[config.mk]
export PLATFORM = sky130hd
export DESIGN_NAME = gol_gen_sched
export DESIGN_NICKNAME = d
export VERILOG_FILES = /design/src/rtl/gol_pkg.sv /design/src/rtl/gol_frame_div.sv /design/src/rtl/gol_gen_sched.sv
export SDC_FILE = /design/constraint.sdc
export NUM_CORES = 1
export LEC_CHECK = 0
export BUFFER_PORTS_ARGS = -buffer_cell sky130_fd_sc_hd__buf_2
export CORE_MARGIN = 2
export CORE_UTILIZATION = 31
export CTS_BUF_LIST = sky130_fd_sc_hd__clkbuf_4
export DETAILED_ROUTE_END_ITERATION = 8
export GPL_TIMING_DRIVEN = 0
export PLACE_DENSITY_LB_ADDON = 0.12
export SLEW_MARGIN = 40
export SYNTH_ARGS = -nofsm -noshare
export SYNTH_HDL_FRONTEND = slang
export SYNTH_SLANG_ARGS = --single-unit
export TNS_END_PERCENT = 5
[constraint.sdc]
create_clock -name clk -period 3 [get_ports clk]
set_clock_uncertainty 0.1 [all_clocks]
set_input_delay 0.6 -clock clk [delete_from_list [all_inputs] [get_ports clk]]
set_output_delay 0.6 -clock clk [all_outputs]
set_load 0.01 [all_outputs]
[src/rtl/gol_pkg.sv]
// Shared definitions for the Game of Life generation scheduler:
// scheduler state encoding, default grid size, address-width helper
// and the bank-select polarity.
package gol_pkg;

    typedef enum logic [1:0] {
        IDLE      = 2'd0,
        COMPUTE   = 2'd1,
        WAIT_SWAP = 2'd2,
        CLEAR     = 2'd3
    } gol_sched_state_t;

    // Default grid is 256 x 256 cells
    localparam int GRID_LOG2_DEFAULT = 8;

    // disp_sel value meaning "bank A is on screen"
    localparam logic BANK_A = 1'b0;

    // Cell addresses are {y, x}, each GRID_LOG2 bits wide
    function automatic int addr_w(input int grid_log2);
        return 2 * grid_log2;
    endfunction

endpackage

[src/rtl/gol_frame_div.sv]
// Frame divider: counts enabled vblanks while running and emits a
// one-cycle tick when the count reaches max(frames_per_gen, 1).
// The tick is combinational; the scheduler registers everything it drives.
module gol_frame_div (
    input  logic       clk,
    input  logic       rst_n,
    input  logic       en,
    input  logic       vblank_start,
    input  logic       run,
    input  logic [7:0] frames_per_gen,
    input  logic       clear,
    output logic       tick
);

    logic [7:0] frame_cnt;
    logic [7:0] limit;
    logic [8:0] cnt_inc;
    logic       count;

    // A zero divisor behaves as one; >= keeps a lowered divisor from stalling
    always_comb begin
        limit   = (frames_per_gen == 8'd0) ? 8'd1 : frames_per_gen;
        cnt_inc = {1'b0, frame_cnt} + 9'd1;
        count   = en & vblank_start & run;
        tick    = count & (cnt_inc >= {1'b0, limit});
    end

    // Frame counter: restarts on a tick or an end-of-clear request
    always_ff @(posedge clk or negedge rst_n) begin
        if (!rst_n) begin
            frame_cnt <= 8'd0;
        end else if (clear || tick) begin
            frame_cnt <= 8'd0;
        end else if (count) begin
            frame_cnt <= cnt_inc[7:0];
        end
    end

endmodule

[src/rtl/gol_gen_sched.sv]
// Generation scheduler for the double-buffered Game of Life grid.
// Paces the engine to the frame rate, swaps banks only in vblank and
// sweeps a clear through both banks. Define GOL_SCHED_STATS_EN to
// build the gen_count / late_count statistics counters.
module gol_gen_sched
    import gol_pkg::*;
#(
    parameter  int GRID_LOG2 = GRID_LOG2_DEFAULT,
    localparam int ADDR_W    = addr_w(GRID_LOG2)
) (
    input  logic              clk,
    input  logic              rst_n,
    input  logic              vblank_start,
    input  logic              run,
    input  logic [7:0]        frames_per_gen,
    input  logic              step_req,
    input  logic              clear_req,
    output logic              eng_start,
    input  logic              eng_done,
    output logic              disp_sel,
    output logic              clr_we,
    output logic [ADDR_W-1:0] clr_addr,
    output logic              busy,
    output logic [31:0]       gen_count,
    output logic [15:0]       late_count
);

    localparam logic [ADDR_W-1:0] ADDR_MAX = '1;

    gol_sched_state_t  state, state_next;
    logic              step_pend, step_pend_next, step_take;
    logic              clr_pend, clr_pend_next, clr_take;
    logic              eng_start_next, disp_sel_next, clr_we_next;
    logic [ADDR_W-1:0] clr_addr_next;
    logic              div_en, div_clear, div_tick;
    logic              clear_last;

    assign clear_last = (state == CLEAR) && (clr_addr == ADDR_MAX);
    assign div_en     = (state == IDLE) && !clr_pend && !step_pend;
    assign div_clear  = clear_last;

    gol_frame_div u_frame_div (
        .clk            (clk),
        .rst_n          (rst_n),
        .en             (div_en),
        .vblank_start   (vblank_start),
        .run            (run),
        .frames_per_gen (frames_per_gen),
        .clear          (div_clear),
        .tick           (div_tick)
    );

    // Next-state and next-output decode; clear outranks step outranks frame tick
    always_comb begin
        state_next     = state;
        eng_start_next = 1'b0;
        disp_sel_next  = disp_sel;
        clr_we_next    = 1'b0;
        clr_addr_next  = clr_addr;
        step_take      = 1'b0;
        clr_take       = 1'b0;
        case (state)
            IDLE: begin
                if (clr_pend) begin
                    clr_take      = 1'b1;
                    clr_we_next   = 1'b1;
                    clr_addr_next = '0;
                    state_next    = CLEAR;
                end else if (step_pend) begin
                    step_take      = 1'b1;
                    eng_start_next = 1'b1;
                    state_next     = COMPUTE;
                end else if (div_tick) begin
                    eng_start_next = 1'b1;
                    state_next     = COMPUTE;
                end
            end
            COMPUTE: begin
                if (eng_done) begin
                    state_next = WAIT_SWAP;
                end
            end
            WAIT_SWAP: begin
                if (vblank_start) begin
                    disp_sel_next = ~disp_sel;
                    state_next    = IDLE;
                end
            end
            CLEAR: begin
                if (clr_addr == ADDR_MAX) begin
                    clr_addr_next = '0;
                    state_next    = IDLE;
                end else begin
                    clr_we_next   = 1'b1;
                    clr_addr_next = clr_addr + 1'b1;
                end
            end
            default: state_next = IDLE;
        endcase
        step_pend_next = step_req  | (step_pend & ~step_take);
        clr_pend_next  = clear_req | (clr_pend  & ~clr_take);
    end

    // State, pending flags and registered outputs
    always_ff @(posedge clk or negedge rst_n) begin
        if (!rst_n) begin
            state     <= IDLE;
            step_pend <= 1'b0;
            clr_pend  <= 1'b0;
            eng_start <= 1'b0;
            disp_sel  <= BANK_A;
            clr_we    <= 1'b0;
            clr_addr  <= '0;
            busy      <= 1'b0;
        end else begin
            state     <= state_next;
            step_pend <= step_pend_next;
            clr_pend  <= clr_pend_next;
            eng_start <= eng_start_next;
            disp_sel  <= disp_sel_next;
            clr_we    <= clr_we_next;
            clr_addr  <= clr_addr_next;
            busy      <= (state_next != IDLE);
        end
    end

`ifdef GOL_SCHED_STATS_EN
    logic [31:0] gen_cnt;
    logic [15:0] late_cnt;

    // Generation counter (wraps) and late-vblank counter (saturates)
    always_ff @(posedge clk or negedge rst_n) begin
        if (!rst_n) begin
            gen_cnt  <= 32'd0;
            late_cnt <= 16'd0;
        end else begin
            if (clear_last) begin
                gen_cnt <= 32'd0;
            end else if ((state == WAIT_SWAP) && vblank_start) begin
                gen_cnt <= gen_cnt + 32'd1;
            end
            if ((state == COMPUTE) && vblank_start && run && (late_cnt != 16'hFFFF)) begin
                late_cnt <= late_cnt + 16'd1;
            end
        end
    end

    assign gen_count  = gen_cnt;
    assign late_count = late_cnt;
`else
    assign gen_count  = 32'd0;
    assign late_count = 16'd0;
`endif

endmodule

# Word-level counts from Yosys, hierarchy flattened
# Index checks and enable logic that the tools add are counted.
# totals
regBits	32
out_inout_bits	68
word_cells	64
# classes
add_sub_neg	2
order_cmp	1
n_eq_ne	5
mux	24
n_bitwise	10
n_reduce_logical	13
# op_table
op	count
16-bit two-way mux	2
16-bit one-hot mux with 2 select lines	1
8-bit two-way mux	3
16-bit by 1-bit adder with 16-bit output, second input constant	1
16-bit == test, second input constant	1
2-bit two-way mux	6
1-bit two-way mux	10
8-bit by 1-bit adder with 9-bit output, second input constant	1
9-bit by 8-bit >= comparator with 1-bit output	1
8-bit logical NOT	1
2-bit one-hot mux with 4 select lines	1
2-bit nonzero test	3
1-bit AND	5
2-bit == test, second input constant	2
2-bit AND reduction	2
1-bit logical AND	3
1-bit inverter	3
2-bit by 1-bit == test with 1-bit output, second input constant	1
1-bit logical NOT	2
2-bit logical NOT	1
2-bit inequality test, second input constant	1
1-bit bitwise OR	2
1-bit one-hot mux with 2 select lines	1
1-bit logical OR	1

# Depth between registers and ports, before layout
# logic_depth
word_depth	11
ltp_mapped	11
depth_no_buf	10

# Modules after synthesis
# A second synthesis with hierarchy kept.
# unflattened
hier_cells	266
hier_area_um2	2423.6
# by_module_without_submodules
mod	instances	cells_each	area_each_um2	seq_area_each_um2
gol_gen_sched	1	186	1695.4	600.6
gol_frame_div	1	80	728.2	200.2

# Worst setup path after synthesis
# OpenSTA, ideal clock, no wires.
# synth_timing
path_kind	register to register
start	register u_frame_div.frame_cnt[0]
end	register busy
setup_time_ps	145
t_arrival_ps	2234
path_slack_ps	521
stages_incl_launch_ff	12
synth_period_minus_slack_ps	2479
path_cell_list	dfrtp_1 > ha_1 > nand3_1 > nor2_1 > xor2_1 > ha_1 > and3_1 > nor2b_1 > nor3_1 > and2_1 > clkbuf_2 > o221ai_1
# synth_via
elab_chain_len	8
# synth_rtl
item	line_no	text
start: declaration	gol_frame_div.sv:15	logic [7:0] frame_cnt;
start signal: assignment	gol_frame_div.sv:35	frame_cnt <= cnt_inc[7:0];
8-bit by 1-bit adder with 9-bit output	gol_frame_div.sv:23	cnt_inc = {1'b0, frame_cnt} + 9'd1;
9-bit by 8-bit >= comparator with 1-bit output	gol_frame_div.sv:25	tick = count & (cnt_inc >= {1'b0, limit});
1-bit AND	gol_frame_div.sv:25	
2-bit two-way mux	gol_gen_sched.sv:73	end else if (div_tick) begin
2-bit two-way mux	gol_gen_sched.sv:69	end else if (step_pend) begin
2-bit two-way mux	gol_gen_sched.sv:64	if (clr_pend) begin
2-bit one-hot mux with 4 select lines	gol_gen_sched.sv:62	case (state)
2-bit nonzero test	gol_gen_sched.sv:123	busy <= (state_next != IDLE);
end signal: assignment	gol_gen_sched.sv:123	
end: declaration	gol_gen_sched.sv:23	output logic busy,
# No other way between the ends.
# A chain may end at the register's enable or synchronous reset.

# Worst setup path after layout
# layout_timing
start	register u_frame_div.frame_cnt[0]
end	register u_frame_div.frame_cnt[2]
# layout_via
elab_chain_len	5
# layout_rtl
item	line_no	text
8-bit by 1-bit adder with 9-bit output (*)	gol_frame_div.sv:23	
9-bit by 8-bit >= comparator with 1-bit output	gol_frame_div.sv:25	
1-bit AND	gol_frame_div.sv:25	
1-bit logical OR	gol_frame_div.sv:32	end else if (clear || tick) begin
8-bit two-way mux / 2-bit nonzero test (equally long branches)	n/a	
# Mark *: on every way between the ends. The rest lies on a longest branch, timed or not. The select of a mux whose other input is x is not followed.

==> qor.yml <==
worst_setup_path:
  ff2ff_path_depth: 11
  path_cells: "ha_1 > nand3_1 > nor2_1 > xor2_1 > ha_1 > and3_1 > nor2b_1 > nor3_2 > and2_1 > clkbuf_2 > a32o_1"
  crit_path_frequent_cell: "ha_1"
  reg2reg_from: "u_frame_div.frame_cnt[0]$_DFFE_PN0P_"
  path_class: "flip-flop to flip-flop"
  slowest_delay_ns: 0.42
  worstSetupStartpointType: "flip-flop"
  cp_slowest_cell: "dfrtp_1"
  endpoint_kind: "flip-flop"
  critical_path_required_ns: 3.16
  crit_start: "u_frame_div.frame_cnt[0]$_DFFE_PN0P_"
  worst_ep_arrival_time_ns: 2.89
  cp_max_fo: 8
  crit_path_end: "u_frame_div.frame_cnt[2]$_DFFE_PN0P_"
  timing.rr.end: "u_frame_div.frame_cnt[2]$_DFFE_PN0P_"
  r2r_slack_ns: 0.27
pwr:
  clkPwrFrac: 0.213
  intPower_uw: 945
  p_per_area_nw_per_um2: 524
  combPwrFrac: 0.417
  netSwitchingFraction: 0.382
  p_switching_uw: 585
  ir_worst_vdd_v: 0.000286
  seqPwrFrac: 0.370
  power_leakage_uw: 0.00159
clock_network:
  cts_sinks: 32
  insertion_delay_ns: 0.33
  cts_tree: "yes"
  cts_buffer_depth: 2
  cts_buffers: 5
  htreeDepth: 2
  cts_root_buf: "clkbuf_4"
  clk_pin_slew_ns: 0.11
floorplanning:
  core.rowCount: 31
  dieHeight_microns: 90.6
  coreArea_sq_um: 7250
  fp.dieW_microns: 90.6
  initial_core_util: 0.321
  ios: 83
  die-area_sq_um: 8210
route:
  totalWireLength_microns: 4600
  dr.pass1.iters: 4
  drtIter0Drc: 69
  wl_per_cell_microns: 10.3
  via_per_inst: 4.08
  postRouteAntennaNets: 0
  vias: 1817
  drc_errors: 0
timing:
  tightestPinTransition_ns: 0.810
  finalSetupViolCount: 0
  rsz0062_at_grt: "no"
  fmax_mhz: 366
  fin_crit_sh: 0.911
  slew_viol_final: 0
  tns_ns: 0
  slew_headroom: 0.457
  finalHoldViolCount: 0
  setup_slack_ns: 0.266
  finalCriticalPeriod_ns: 2.73
yosys:
  yosys-top-cells-area: "dfrtp_1 (34%), buf_4 (16%), ha_1 (7.5%)"
  yosysMostFrequentCell: "buf_4"
  synth.top_cell.area_share: 0.344
  synth_cells: 254
  synth-seq-area-share: 0.344
  synthesis.area_sq_um: 2330
  synth_top_area_cell: "dfrtp_1"
  yosys_register_bits: 32
  synthDistinctLibCells: 44
  syn_area_per_cell_sq_um: 9.16
  synth_flop_cell: "dfrtp_1"
  synth-edff-count: 0
  synthArstFlopShare: 1.00
  yosys-top-cells-count: "buf_4 (49), dfrtp_1 (32), nor2_1 (26)"
  ys_warn_count: 0
grt:
  grt_pass1_vias: 1779
  grt_max_degree: 33
  track_usage: 0.122
  grt_pass1_wl_microns: 8240
  gr-total-overflow: 0
  antenna_found_initial: 0
placement:
  place_area_sq_um: 2800
  dp_slack_ns: 0.106
  routabilityCongestion: 0.724
  dp_hpwl_microns: 3580
  portBuffers: 34
cells_and_area:
  area_growth_pct: 25.5
  fin_nets: 374
  design_area_sq_um: 2920
  drive_above_1_share: 0.306
  n_antenna_cell: 0
outcome:
  status: "finished, final reports clean"
run:
  maxCapViolations: 0
worst_hold_path:
  hold_class: "primary input to async pin"
[cells in the final DEF (no fill, tap or decap), types with 3 or more instances in the layout]
cell type	synthesis	routed
buf_4	49	51
conb_1	1	48
buf_2	3	37
dfrtp_1	32	32
nor2_1	26	26
nand2_1	17	17
inv_1	16	16
ha_1	14	14
xor2_1	11	11
nand3_1	8	8
xnor2_1	8	8
a32o_1	7	7
o21ai_0	6	6
a21oi_1	5	5
a31oi_1	5	5
clkbuf_4	0	5
nor3_1	5	4
nand2b_1	3	3
nor2b_1	3	3
nand4_1	3	3
a21o_1	3	3
[worst min path at each step]
stage	cells after the start	to	slack [ns]	start
2_1_floorplan	0	busy$_DFF_PN0_	0.20	rst_n
3_3_place_gp	1	disp_sel$_DFFE_PN0P_	0.36	disp_sel$_DFFE_PN0P_
3_5_place_dp	1	disp_sel$_DFFE_PN0P_	0.37	disp_sel$_DFFE_PN0P_
4_1_cts	1	clr_addr[11]$_DFFE_PN0P_	0.24	rst_n
5_1_grt	1	clr_addr[1]$_DFFE_PN0P_	0.03	rst_n
6_report	1	clr_addr[11]$_DFFE_PN0P_	0.03	rst_n
[routing by layer]
metal  GRT usage  up-vias  share of wire
met1       0.155      795           0.48
met2       0.203       57           0.46
met5           0        -              0
li1            -      960              -
met3      0.0317        5          0.059
met4      0.0346        0         0.0072
[registers in the layout, summed over array words and instances, names as in the netlist]
name                   cells
clr_addr                  16
disp_sel                   1
u_frame_div.frame_cnt      8
clr_pend                   1
eng_start                  1
step_pend                  1
clr_we                     1
busy                       1
state                      2
[final cells by class]
cell class | instances | area [sq um]
multi-input cells | 200 | 1260
clock inverters | 3 | 37.5
inverters | 16 | 60.1
plain buffers | 53 | 388
clock buffers | 5 | 37.5
flip-flops and latches | 32 | 801
well taps | 99 | 124
fillers | 729 | 4330
repair buffers | 37 | 213
[stage by stage]
stage           util  hold slack [ns]  power (uW)  std cells
2_1_floorplan      -            0.204        1050        301
3_3_place_gp   0.386            0.355        1210        434
3_5_place_dp   0.386            0.371        1210        434
4_1_cts        0.396            0.236        1550        442
5_1_grt        0.402           0.0268        1680        445
6_report       0.402           0.0299        1530        445
[repair_timing]
item | in CTS | in global routing
endpoints found under the setup margin | 0 | 9
gates resized for setup | 0 | 1
setup buffers | 0 | 2
hold buffers | 0 | 0
[critical path: cells and delay by family, from the launching register on]
family,cells,cell delay (ns)
buf+inv,1,0.20
flops,1,0.42
compound gates,1,0.19
simple gates,6,1.05
fa+ha+maj,2,0.47
xor+xnor,1,0.22
[power groups by stage]
stage	Sequential, uW	Combinational (uW)	Clock, uW
after CTS	567	642	339
final	566	639	325
after global placement	577	632	0
after floorplan	582	466	0
after detailed placement	576	636	0
after global routing	579	738	362
[cell families (layout without fill, tap and decap cells)]
kind of cell	after synthesis	in the layout	share of synthesized area
AOI/OAI and AO/OA	39	39	0.129
other	1	48	0.00161
DFF	32	32	0.344
muxes	3	3	0.0134
buffers and inverters	69	114	0.193
xor gates and xnor gates	19	19	0.0715
adders and majority gates	14	14	0.0753
and+or+nand+nor	77	77	0.172
Power figures use the tool's default switching activity.
